<file path="src/rtl/ncl_bitserial_add_seq_if.sv">
// rtl/ncl_bitserial_add_seq_if.sv - operand/result handshake bundle for the bit-serial NCL adder sequencer
//
// Purpose: groups the binary-side handshake of ncl_bitserial_add_seq.
// Signals:
//   in_valid/in_ready   operand handshake, transfer when both are 1 on a clk edge
//   in_a, in_b, in_cin  binary operands and carry-in
//   out_valid/out_ready result handshake, transfer when both are 1 on a clk edge
//   out_sum, out_cout   result and carry-out
// Modports: master = operand producer / result consumer, slave = the sequencer.

interface ncl_bitserial_add_seq_if #(
  parameter int WIDTH = 8
);
  logic             in_valid;
  logic             in_ready;
  logic [WIDTH-1:0] in_a;
  logic [WIDTH-1:0] in_b;
  logic             in_cin;
  logic             out_valid;
  logic             out_ready;
  logic [WIDTH-1:0] out_sum;
  logic             out_cout;

  modport master (
    output in_valid, in_a, in_b, in_cin, out_ready,
    input  in_ready, out_valid, out_sum, out_cout
  );

  modport slave (
    input  in_valid, in_a, in_b, in_cin, out_ready,
    output in_ready, out_valid, out_sum, out_cout
  );
endinterface

</file>
<file path="src/rtl/ncl_bitserial_add_seq.sv">
// rtl/ncl_bitserial_add_seq.sv - sequences a WIDTH-bit add through one external NCL full-adder cell
//
// Purpose: accepts binary operands, feeds them LSB first as dual-rail DATA/NULL
// wavefronts to an external NCL full-adder cell, collects the dual-rail results
// and presents the binary sum. Carry is chained through an internal register.
// Ports:
//   clk, init       clock, asynchronous active-high reset
//   bus (slave)     operand/result handshake (see ncl_bitserial_add_seq_if)
//   a_dr, b_dr, cin_dr          dual-rail operands to the cell (00 NULL, 01 zero, 10 one)
//   sumoutcomp, carryoutcomp    completion to the cell: 0 requests DATA, 1 requests NULL
//   sum_dr, cout_dr, incomp     dual-rail results and input completion from the cell
//   err                         sticky fault flag (illegal code or phase timeout)

module ncl_bitserial_add_seq #(
  parameter int WIDTH   = 8,
  parameter int TIMEOUT = 64
) (
  input  logic                 clk,
  input  logic                 init,
  ncl_bitserial_add_seq_if.slave bus,
  output logic [1:0]           a_dr,
  output logic [1:0]           b_dr,
  output logic [1:0]           cin_dr,
  output logic                 sumoutcomp,
  output logic                 carryoutcomp,
  input  logic [1:0]           sum_dr,
  input  logic [1:0]           cout_dr,
  input  logic                 incomp,
  output logic                 err
);

  localparam int IDX_W = (WIDTH > 1) ? $clog2(WIDTH) : 1;
  localparam int CNT_W = $clog2(TIMEOUT + 1);

  typedef enum logic [2:0] {
    S_IDLE, S_DRV_DATA, S_WAIT_DATA, S_DRV_NULL, S_WAIT_NULL, S_DONE, S_ERR
  } state_t;

  state_t             state_q;
  logic [WIDTH-1:0]   a_q, b_q, acc_q, out_sum_q;
  logic               carry_q, out_cout_q;
  logic [IDX_W-1:0]   bit_idx_q;
  logic [CNT_W-1:0]   cnt_q;
  logic [1:0]         a_dr_q, b_dr_q, cin_dr_q;
  logic               comp_q, in_ready_q, out_valid_q, err_q;

  // The cell is asynchronous: every returned signal is double-flopped first.
  logic [1:0] sum_s1_q, sum_s2_q, cout_s1_q, cout_s2_q;
  logic       inc_s1_q, inc_s2_q;

  always_ff @(posedge clk or posedge init) begin
    if (init) begin
      sum_s1_q  <= 2'b00;
      sum_s2_q  <= 2'b00;
      cout_s1_q <= 2'b00;
      cout_s2_q <= 2'b00;
      inc_s1_q  <= 1'b0;
      inc_s2_q  <= 1'b0;
    end else begin
      sum_s1_q  <= sum_dr;
      sum_s2_q  <= sum_s1_q;
      cout_s1_q <= cout_dr;
      cout_s2_q <= cout_s1_q;
      inc_s1_q  <= incomp;
      inc_s2_q  <= inc_s1_q;
    end
  end

  function automatic logic [1:0] enc(input logic b);
    return b ? 2'b10 : 2'b01;
  endfunction

  logic data_ok, null_ok, fault, expired, last_bit;

  assign data_ok  = inc_s2_q && (sum_s2_q != 2'b00) && (cout_s2_q != 2'b00);
  assign null_ok  = !inc_s2_q && (sum_s2_q == 2'b00) && (cout_s2_q == 2'b00);
  assign fault    = ((sum_s2_q == 2'b11) || (cout_s2_q == 2'b11)) && (state_q != S_ERR);
  assign expired  = (cnt_q == CNT_W'(TIMEOUT - 1)) &&
                    (((state_q == S_WAIT_DATA) && !data_ok) ||
                     ((state_q == S_WAIT_NULL) && !null_ok));
  assign last_bit = (bit_idx_q == IDX_W'(WIDTH - 1));

  // Cell outputs change only on entry to DRV_DATA (operand bits) or DRV_NULL
  // (all NULL), so DATA is always separated from the next DATA by a NULL.
  // Operands are kept as shift registers: bit 0 of a_q/b_q is the next bit.
  always_ff @(posedge clk or posedge init) begin
    if (init) begin
      state_q     <= S_IDLE;
      a_q         <= '0;
      b_q         <= '0;
      acc_q       <= '0;
      out_sum_q   <= '0;
      carry_q     <= 1'b0;
      out_cout_q  <= 1'b0;
      bit_idx_q   <= '0;
      cnt_q       <= '0;
      a_dr_q      <= 2'b00;
      b_dr_q      <= 2'b00;
      cin_dr_q    <= 2'b00;
      comp_q      <= 1'b1;
      in_ready_q  <= 1'b0;
      out_valid_q <= 1'b0;
      err_q       <= 1'b0;
    end else begin
      if (cnt_q != {CNT_W{1'b1}}) cnt_q <= cnt_q + 1'b1;

      if (fault || expired) begin
        state_q     <= S_ERR;
        err_q       <= 1'b1;
        a_dr_q      <= 2'b00;
        b_dr_q      <= 2'b00;
        cin_dr_q    <= 2'b00;
        comp_q      <= 1'b1;
        in_ready_q  <= 1'b0;
        out_valid_q <= 1'b0;
        cnt_q       <= '0;
      end else begin
        case (state_q)
          S_IDLE: begin
            in_ready_q <= 1'b1;
            comp_q     <= 1'b0;
            if (bus.in_valid && in_ready_q) begin
              a_q        <= bus.in_a >> 1;
              b_q        <= bus.in_b >> 1;
              carry_q    <= bus.in_cin;
              bit_idx_q  <= '0;
              a_dr_q     <= enc(bus.in_a[0]);
              b_dr_q     <= enc(bus.in_b[0]);
              cin_dr_q   <= enc(bus.in_cin);
              in_ready_q <= 1'b0;
              state_q    <= S_DRV_DATA;
              cnt_q      <= '0;
            end
          end
          S_DRV_DATA: begin
            state_q <= S_WAIT_DATA;
            cnt_q   <= '0;
          end
          S_WAIT_DATA: begin
            if (data_ok) begin
              // Sum bits enter at the top; after WIDTH bits acc_q is LSB-aligned.
              acc_q    <= {sum_s2_q[1], acc_q[WIDTH-1:1]};
              carry_q  <= cout_s2_q[1];
              a_dr_q   <= 2'b00;
              b_dr_q   <= 2'b00;
              cin_dr_q <= 2'b00;
              comp_q   <= 1'b1;
              state_q  <= S_DRV_NULL;
              cnt_q    <= '0;
            end
          end
          S_DRV_NULL: begin
            state_q <= S_WAIT_NULL;
            cnt_q   <= '0;
          end
          S_WAIT_NULL: begin
            if (null_ok) begin
              comp_q <= 1'b0;
              cnt_q  <= '0;
              if (last_bit) begin
                out_sum_q   <= acc_q;
                out_cout_q  <= carry_q;
                out_valid_q <= 1'b1;
                state_q     <= S_DONE;
              end else begin
                bit_idx_q <= bit_idx_q + 1'b1;
                a_dr_q    <= enc(a_q[0]);
                b_dr_q    <= enc(b_q[0]);
                cin_dr_q  <= enc(carry_q);
                a_q       <= a_q >> 1;
                b_q       <= b_q >> 1;
                state_q   <= S_DRV_DATA;
              end
            end
          end
          S_DONE: begin
            if (bus.out_ready) begin
              out_valid_q <= 1'b0;
              in_ready_q  <= 1'b1;
              state_q     <= S_IDLE;
              cnt_q       <= '0;
            end
          end
          S_ERR: begin
            state_q <= S_ERR;
          end
          default: begin
            state_q <= S_IDLE;
          end
        endcase
      end
    end
  end

  assign a_dr          = a_dr_q;
  assign b_dr          = b_dr_q;
  assign cin_dr        = cin_dr_q;
  assign sumoutcomp    = comp_q;
  assign carryoutcomp  = comp_q;
  assign err           = err_q;
  assign bus.in_ready  = in_ready_q;
  assign bus.out_valid = out_valid_q;
  assign bus.out_sum   = out_sum_q;
  assign bus.out_cout  = out_cout_q;

endmodule
</file>
<file path="src/flat_wrapper.sv">
// flat-port wrapper written by rule: the top's interface ports become plain ports
module ncl_bitserial_add_seq_flat 
#(
  parameter int WIDTH   = 8,
  parameter int TIMEOUT = 64
)
  (clk, init, a_dr, b_dr, cin_dr, sumoutcomp, carryoutcomp, sum_dr, cout_dr, incomp, err, bus_in_valid, bus_in_a, bus_in_b, bus_in_cin, bus_out_ready, bus_in_ready, bus_out_valid, bus_out_sum, bus_out_cout);
  ncl_bitserial_add_seq_if #(.WIDTH(WIDTH)) bus_i ();
  input  logic clk;
  input  logic init;
  output logic [1:0] a_dr;
  output logic [1:0] b_dr;
  output logic [1:0] cin_dr;
  output logic sumoutcomp;
  output logic carryoutcomp;
  input  logic [1:0] sum_dr;
  input  logic [1:0] cout_dr;
  input  logic incomp;
  output logic err;
  input wire logic [$bits(bus_i.in_valid)-1:0] bus_in_valid;
  input wire logic [$bits(bus_i.in_a)-1:0] bus_in_a;
  input wire logic [$bits(bus_i.in_b)-1:0] bus_in_b;
  input wire logic [$bits(bus_i.in_cin)-1:0] bus_in_cin;
  input wire logic [$bits(bus_i.out_ready)-1:0] bus_out_ready;
  output wire logic [$bits(bus_i.in_ready)-1:0] bus_in_ready;
  output wire logic [$bits(bus_i.out_valid)-1:0] bus_out_valid;
  output wire logic [$bits(bus_i.out_sum)-1:0] bus_out_sum;
  output wire logic [$bits(bus_i.out_cout)-1:0] bus_out_cout;
  assign bus_i.in_valid = bus_in_valid;
  assign bus_i.in_a = bus_in_a;
  assign bus_i.in_b = bus_in_b;
  assign bus_i.in_cin = bus_in_cin;
  assign bus_i.out_ready = bus_out_ready;
  assign bus_in_ready = bus_i.in_ready;
  assign bus_out_valid = bus_i.out_valid;
  assign bus_out_sum = bus_i.out_sum;
  assign bus_out_cout = bus_i.out_cout;
  ncl_bitserial_add_seq #(.WIDTH(WIDTH), .TIMEOUT(TIMEOUT)) u_core (.clk(clk), .init(init), .bus(bus_i), .a_dr(a_dr), .b_dr(b_dr), .cin_dr(cin_dr), .sumoutcomp(sumoutcomp), .carryoutcomp(carryoutcomp), .sum_dr(sum_dr), .cout_dr(cout_dr), .incomp(incomp), .err(err));
endmodule
</file>
<file path="config.mk">
export PLATFORM = sky130hd
export DESIGN_NAME = ncl_bitserial_add_seq_flat
export DESIGN_NICKNAME = d
export VERILOG_FILES = /design/src/rtl/ncl_bitserial_add_seq_if.sv /design/src/rtl/ncl_bitserial_add_seq.sv /design/src/flat_wrapper.sv
export SDC_FILE = /design/constraint.sdc
export NUM_CORES = 1
export LEC_CHECK = 0
export CAP_MARGIN = 0
export CORE_ASPECT_RATIO = 0.7
export CORE_MARGIN = 2
export CORE_UTILIZATION = 59
export CTS_BUF_LIST = sky130_fd_sc_hd__clkbuf_16
export CTS_CLUSTER_SIZE = 25
export DETAILED_ROUTE_END_ITERATION = 16
export HOLD_SLACK_MARGIN = 0.02
export PLACE_DENSITY = 0.85
export SLEW_MARGIN = 20
export SYNTH_ARGS = -nofsm -noshare
export SYNTH_HDL_FRONTEND = slang
export SYNTH_SLANG_ARGS = --single-unit
</file>
<file path="constraint.sdc">
create_clock -name clk -period 3.7 [get_ports clk]
set_input_delay 0.74 -clock clk [delete_from_list [all_inputs] [get_ports clk]]
set_output_delay 0.74 -clock clk [all_outputs]
set_load 0.02 [all_outputs]
</file>
After elaboration in Yosys (flattened, before gate mapping)
Index checks and enable logic that the tools add are counted.
Widths: inputs -> output; s select.
{ "op_classes": {"bitwise_logic": 1, "addsub": 2, "muxes": 64, "reduce_logical": 35, "eq_ne": 22} }
{ "ops": {"columns": ["cell", "n"], "rows": [
  ["$mux 8", 6],
  ["$mux 7", 6],
  ["$mux 2", 19],
  ["$pmux 7 s5", 1],
  ["$pmux 8 s2", 2],
  ["$mux 3", 9],
  ["$pmux 3 s7", 1],
  ["$pmux 2 s3", 3],
  ["$reduce_and 4->1", 4],
  ["$eq 3x3->1 const B", 4],
  ["$mux 1", 12],
  ["$ne 3x2->1 const B", 4],
  ["$reduce_and 5->1", 2],
  ["$logic_and 1x1->1", 9],
  ["$reduce_bool 2->1", 4],
  ["$add 7x1->7 const B", 1],
  ["$eq 7x6->1 const B", 1],
  ["$ne 7x7->1 const B", 1],
  ["$eq 3x2->1 const B", 2],
  ["$ne 2x1->1 const B", 3],
  ["$ne 3x3->1 const B", 2],
  ["$pmux 1 s2", 3],
  ["$pmux 3 s2", 1],
  ["$reduce_and 3->1", 2],
  ["other kinds (15)", 22]
]} }
{ "word_totals": {"reg_bits": 67, "output_inout_bits": 20, "inputBits": 26, "word_cells": 146} }

Longest topological paths before layout
{ "depth": {"ltp_word": 10, "mapped_depth": 7, "ltp_nobuf": 6} }

Worst setup path before layout
Ideal clock, no wire load.
{ "synth_timing": {"path_kind": "flip-flop to flip-flop", "start": "register u_core.bit_idx_q[0]", "end": "register u_core.a_q[6]", "t_arrival_ns": 1.975, "setup_slack_ns": 1.600, "required_time_ns": 3.575, "stages_incl_launch_ff": 8, "n_path_buf": 1, "setup_time_ns": 0.125, "period_less_slack_ns": 2.100, "cell_sequence": "dfrtp_1 > ha_1 > ha_1 > nor4b_2 > nand3_2 > a21oi_4 > buf_12 > mux2_4"} }
{ "synth_via": {"elab_chain_len": 3} }
{ "synth_rtl": {"columns": ["item", "line", "source"], "rows": [
  ["start: declaration", "ncl_bitserial_add_seq.sv:42", "logic [IDX_W-1:0] bit_idx_q;"],
  ["start signal: assignment", "ncl_bitserial_add_seq.sv:166", "bit_idx_q <= bit_idx_q + 1'b1;"],
  ["$eq 3x3->1", "ncl_bitserial_add_seq.sv:81", "assign last_bit = (bit_idx_q == IDX_W'(WIDTH - 1));"],
  ["$ne 2x2->1 (no line)", null, null],
  ["$reduce_and 5->1 (no line)", null, null],
  ["end signal: assignment", "ncl_bitserial_add_seq.sv:123", "a_q <= bus.in_a >> 1;"],
  ["end signal: assignment", "ncl_bitserial_add_seq.sv:170", "a_q <= a_q >> 1;"],
  ["end: declaration", "ncl_bitserial_add_seq.sv:40", "logic [WIDTH-1:0] a_q, b_q, acc_q, out_sum_q;"]
]} }
No other way between the ends.
A chain may end at the register's enable or synchronous reset.

Final worst setup path
{ "layout_timing": {"start": "register u_core.state_q[2]", "end": "register u_core.cin_dr_q[0] (netlist: u_core.cin_dr[0])"} }
{ "layout_via": {"elab_chain_len": 7, "elab_cells_between_ends": 18, "classes_between": "eq/ne: 7; mux: 2; reduce/logical: 9"} }
{ "layout_rtl": {"columns": ["item", "line", "source"], "rows": [
  ["start: declaration", "ncl_bitserial_add_seq.sv:39", "state_t state_q;"],
  ["start signal: assignment", "ncl_bitserial_add_seq.sv:88", "state_q <= S_IDLE;"],
  ["start signal: assignment", "ncl_bitserial_add_seq.sv:108", "state_q <= S_ERR;"],
  ["start signal: assignment", "ncl_bitserial_add_seq.sv:131", "state_q <= S_DRV_DATA;"],
  ["$eq 3x2->1 / $eq 3x3->1 (equally long branches)", "ncl_bitserial_add_seq.sv:79, ncl_bitserial_add_seq.sv:118, ncl_bitserial_add_seq.sv:80", null],
  ["$logic_and 1x1->1, on equally long branches", "ncl_bitserial_add_seq.sv:79, ncl_bitserial_add_seq.sv:80", null],
  ["$logic_or 1x1->1", "ncl_bitserial_add_seq.sv:79", "(((state_q == S_WAIT_DATA) && !data_ok) ||"],
  ["$logic_and 1x1->1", "ncl_bitserial_add_seq.sv:78", "assign expired = (cnt_q == CNT_W'(TIMEOUT - 1)) &&"],
  ["$logic_or 1x1->1", "ncl_bitserial_add_seq.sv:107", "if (fault || expired) begin"],
  ["$ne 3x3->1 (no line) (tied with other cells)", null, null],
  ["$reduce_and 5->1 (no line)", null, null],
  ["end signal: assignment", "ncl_bitserial_add_seq.sv:129", "cin_dr_q <= enc(bus.in_cin);"],
  ["end signal: assignment", "ncl_bitserial_add_seq.sv:169", "cin_dr_q <= enc(carry_q);"],
  ["end: declaration", "ncl_bitserial_add_seq.sv:44", "logic [1:0] a_dr_q, b_dr_q, cin_dr_q;"]
]} }
Parallel ways exist; a longest one is shown, timed or not.

==> impl_summary.log <==
[metrics] maximum resistive drop on vdd: 0.0003524 V
[metrics] detail-routed net length per standard cell: 17.37 um
[metrics] TritonRoute pass-1 iters: 4
[metrics] total nets after synthesis: 289
[metrics] CTS H-tree lvls: 3
[metrics] slack of the worst reg-to-reg path: 1.05 ns
[metrics] P&R area growth vs syn: 24.27%
[metrics] netlist area before placement: 3248 sq um
[metrics] number of buffers created by CTS: 9
[metrics] first element of the critical path: u_core.state_q[2]
[metrics] cell taking the most area after synthesis: dfrtp_1
[metrics] first-pass GRT wire length: 10920 um
[metrics] post-synthesis average cell area: 12.49 sq um
[metrics] routability congestion estimate: 0.8566
[metrics] clock latency on the worst-skew pair: 0.33 ns
[metrics] required time at the worst-slack endpoint: 3.92 ns
[metrics] die area: 6125 sq um
[metrics] EDFF count, synth: 0
[metrics] Fin Hold WS: 0.3429 ns
[metrics] series of cell instances along the critical path: nor3b_2 > buf_4 > mux2i_1 > o21ai_0 > a211oi_1
[metrics] outcome: completed
[metrics] DR vias/cell: 5.905
[metrics] Yosys cell types: 52
[metrics] height of the chip: 66.08 um
[metrics] fraction of final layout cells sized beyond drive strength 1: 29.55%
[metrics] end of the worst register-to-register path: u_core.cin_dr[0]
[metrics] post-synthesis sequential element count: 65
[metrics] total grt overflow: 0
[metrics] Worst Reg2Reg Path Length in Cells: 5
[metrics] antenna violations before repair: 0
[metrics] detailed placement HPWL: 4436 um
[metrics] Final #Nets: 332
[metrics] element type at the critical path start: register
[metrics] number of gates on the worst path with buffers counted: 5
[metrics] quantity of hold-fixing buffers added after cts: 0
[metrics] std cell rows: 22
[metrics] Slowest Stage Delay on Critical Path: 0.78 ns
[metrics] highest clock frequency the design can meet: 378.0 MHz
[metrics] yosys warns: 0
[metrics] area of the core: 5285 sq um
[metrics] number of max-slew violations in the final report: 0
[metrics] Post-Syn Instances: 260
[metrics] First DRT Iteration DRCs: 210
[metrics] CP Capture Point: u_core.cin_dr[0]
[metrics] Max Fanout on Critical Path: 22
[metrics] type of the worst setup path: register to register
[metrics] clock period minus worst slack: 2.646 ns
[metrics] kind of capture point of the worst setup path: register
[metrics] hold violation total from the final report: 0
[metrics] flip-flop cell with the highest count after synthesis: dfrtp_1
[metrics] total power after layout: 2.039 mW
[metrics] proportion of synthesized flip-flops having asynchronous set or reset: 100.0%
[metrics] WP buf/inv: 1
[metrics] maximum buffer depth of the clock tree: 2
[metrics] headroom to the max-slew limit: 46.35%
[metrics] cell family with the largest share of critical-path delay: flip-flops
[metrics] Worst-path clk slew: 0.06 ns
[metrics] biggest area contributors in the synthesized netlist: dfrtp_1 49%, mux2_2 13%, mux2i_1 3.4%
[metrics] total DRC errors in the routed layout: 0
[metrics] number of global-route vias before repair: 2193
[metrics] CTS root buf: clkbuf_16
[metrics] post-route setup TNS: 0 ns
[metrics] initial core utilization: 61.46%
[metrics] Clock Sinks: 65
[metrics] via count of the routed design: 2244
[metrics] overall track demand over capacity in global routing: 24.17%
[metrics] static leakage power: 1.721 nW
[metrics] Seq/Total Area, Yosys: 50.12%
[metrics] crit path max-delay cell type: dfrtp_1
[metrics] max capacitance violation total: 0
[metrics] CTS tree: yes
[metrics] overall routed net length: 6599 um
[metrics] chip width: 92.69 um
[metrics] RSZ-0062 raised after global routing: no
[metrics] actual slew at the worst max-slew pin: 0.8047 ns
[metrics] quantity of gates resized following cts: 0
[metrics] number of nets still failing antenna checks after routing: 0
[metrics] Final Cycle Share: 71.50%
[metrics] number of primary I/O pins: 46
[metrics] total power divided by cell area: 505.2 nW/um^2
[metrics] Setup Fix Bufs, Post-CTS: 0
[metrics] Synth top area share: 49.31%
[metrics] launching point of the worst reg2reg path: u_core.state_q[2]
[metrics] hold crit path type: register to register
[metrics] Max Clock Skew: 0.004617 ns
[metrics] number of setup violations in the final report: 0
[metrics] data arrival at the endpoint of the critical path: 2.87 ns
[metrics] count of input and output buffers: 45
[metrics] Antenna diodes: 0
[metrics] pin count of the biggest net entering global routing: 41
-- cells by family after synthesis --
group           Yosys count  synth area share, %
simple gates             71                14.48
mux                      56                19.80
buf+inv                  22                3.967
flops                    65                50.12
xor+xnor                  3               0.8091
fa+ha+maj                 3                1.156
compound gates           40                9.669
-- cells in the mapped netlist (4+ instances only) --
cell type and count:
a2111oi_2 4, a211oi_1 4, a21oi_1 5, a31oi_1 4, buf_2 5, clkbuf_1 5
dfrtp_1 64, inv_1 5, mux2_2 38, mux2_4 7, mux2i_1 11, nand2_1 11
nand3_1 6, nand4_1 4, nor2_1 7, nor2b_1 6, nor3_2 9, nor4_1 4
o21ai_0 10
-- stage by stage --
| stage | setup WS, ns | util [%] | area (sq um) | std cells |
|---|---|---|---|---|
| final | 1.054 | 76.37 | 4036 | 380 |
| after global routing | 0.8035 | 76.37 | 4036 | 380 |
| after CTS | 1.049 | 76.37 | 4036 | 380 |
| after detailed placement | 0.9526 | 70.50 | 3726 | 364 |
| after global placement | 0.9766 | 70.50 | 3726 | 364 |
| after floorplan | 1.335 | - | 3248 | 260 |
-- worst min path at each step --
stage	startpoint	to	cells after the start
5_1_grt	u_core.inc_s1_q	u_core.inc_s2_q	0
2_1_floorplan	u_core.cout_s1_q[0]	u_core.cout_s2_q[0]	0
3_5_place_dp	u_core.cout_s1_q[0]	u_core.cout_s2_q[0]	0
6_report	u_core.cout_s1_q[0]	u_core.cout_s2_q[0]	0
4_1_cts	u_core.cout_s1_q[0]	u_core.cout_s2_q[0]	0
3_3_place_gp	u_core.sum_s1_q[0]	u_core.sum_s2_q[0]	0
-- power by group --
part | switching [mW] | internal (mW)
combinational | 0.140 | 0.166
clock | 0.329 | 0.533
sequential | 0.0821 | 0.788
-- sequential cells by signal (all words and copies together), names as in the netlist, 3 cells and up --
| register | count |
|---|---|
| u_core.a_q | 7 |
| u_core.bus.out_sum | 8 |
| u_core.cnt_q | 7 |
| u_core.b_q | 7 |
| u_core.bit_idx_q | 3 |
| u_core.acc_q | 8 |
| u_core.state_q | 3 |
-- routing by layer --
layer  global-route usage [%]  share of wire [%]
met4                    10.85                2.4
met5                        0                  0
met1                    31.69                 45
met3                    8.780                7.0
met2                    36.41                 45
-- cell type report --
type,instances,area (sq um)
clock buffer,9,225.2
inverter,5,18.77
timing repair buffer,49,480.5
multi-input combinational,173,1509
clock inverter,7,85.08
tap,72,90.09
sequential,65,1628
fill,346,1249
-- placed cells by master, fill, tap and decap left out, types with 2 or more instances in the layout --
| cell type | instances |
|---|---|
| nand3_1 | 6 |
| o21ai_0 | 10 |
| nor3b_1 | 2 |
| nor2b_1 | 6 |
| ha_1 | 3 |
| and2_1 | 2 |
| nand2_1 | 11 |
| a211oi_1 | 4 |
| mux2i_1 | 11 |
| xnor2_1 | 3 |
| a2111oi_2 | 3 |
| clkdlybuf4s50_1 | 45 |
| a21o_1 | 2 |
| a21oi_1 | 5 |
| nand3b_1 | 3 |
| inv_6 | 2 |
| inv_1 | 4 |
| a311oi_1 | 2 |
| clkinv_4 | 3 |
| a31oi_1 | 4 |
| dfrtp_1 | 64 |
| nor3_2 | 9 |
| nand4_1 | 4 |
| and3_1 | 3 |
| or3_1 | 2 |
| mux2_4 | 7 |
| a41oi_1 | 2 |
| nor4_1 | 4 |
| nor2_1 | 7 |
| clkbuf_16 | 9 |
| buf_4 | 4 |
| mux2_2 | 38 |
| nor3_1 | 2 |
(Power assumes the default switching activity.)
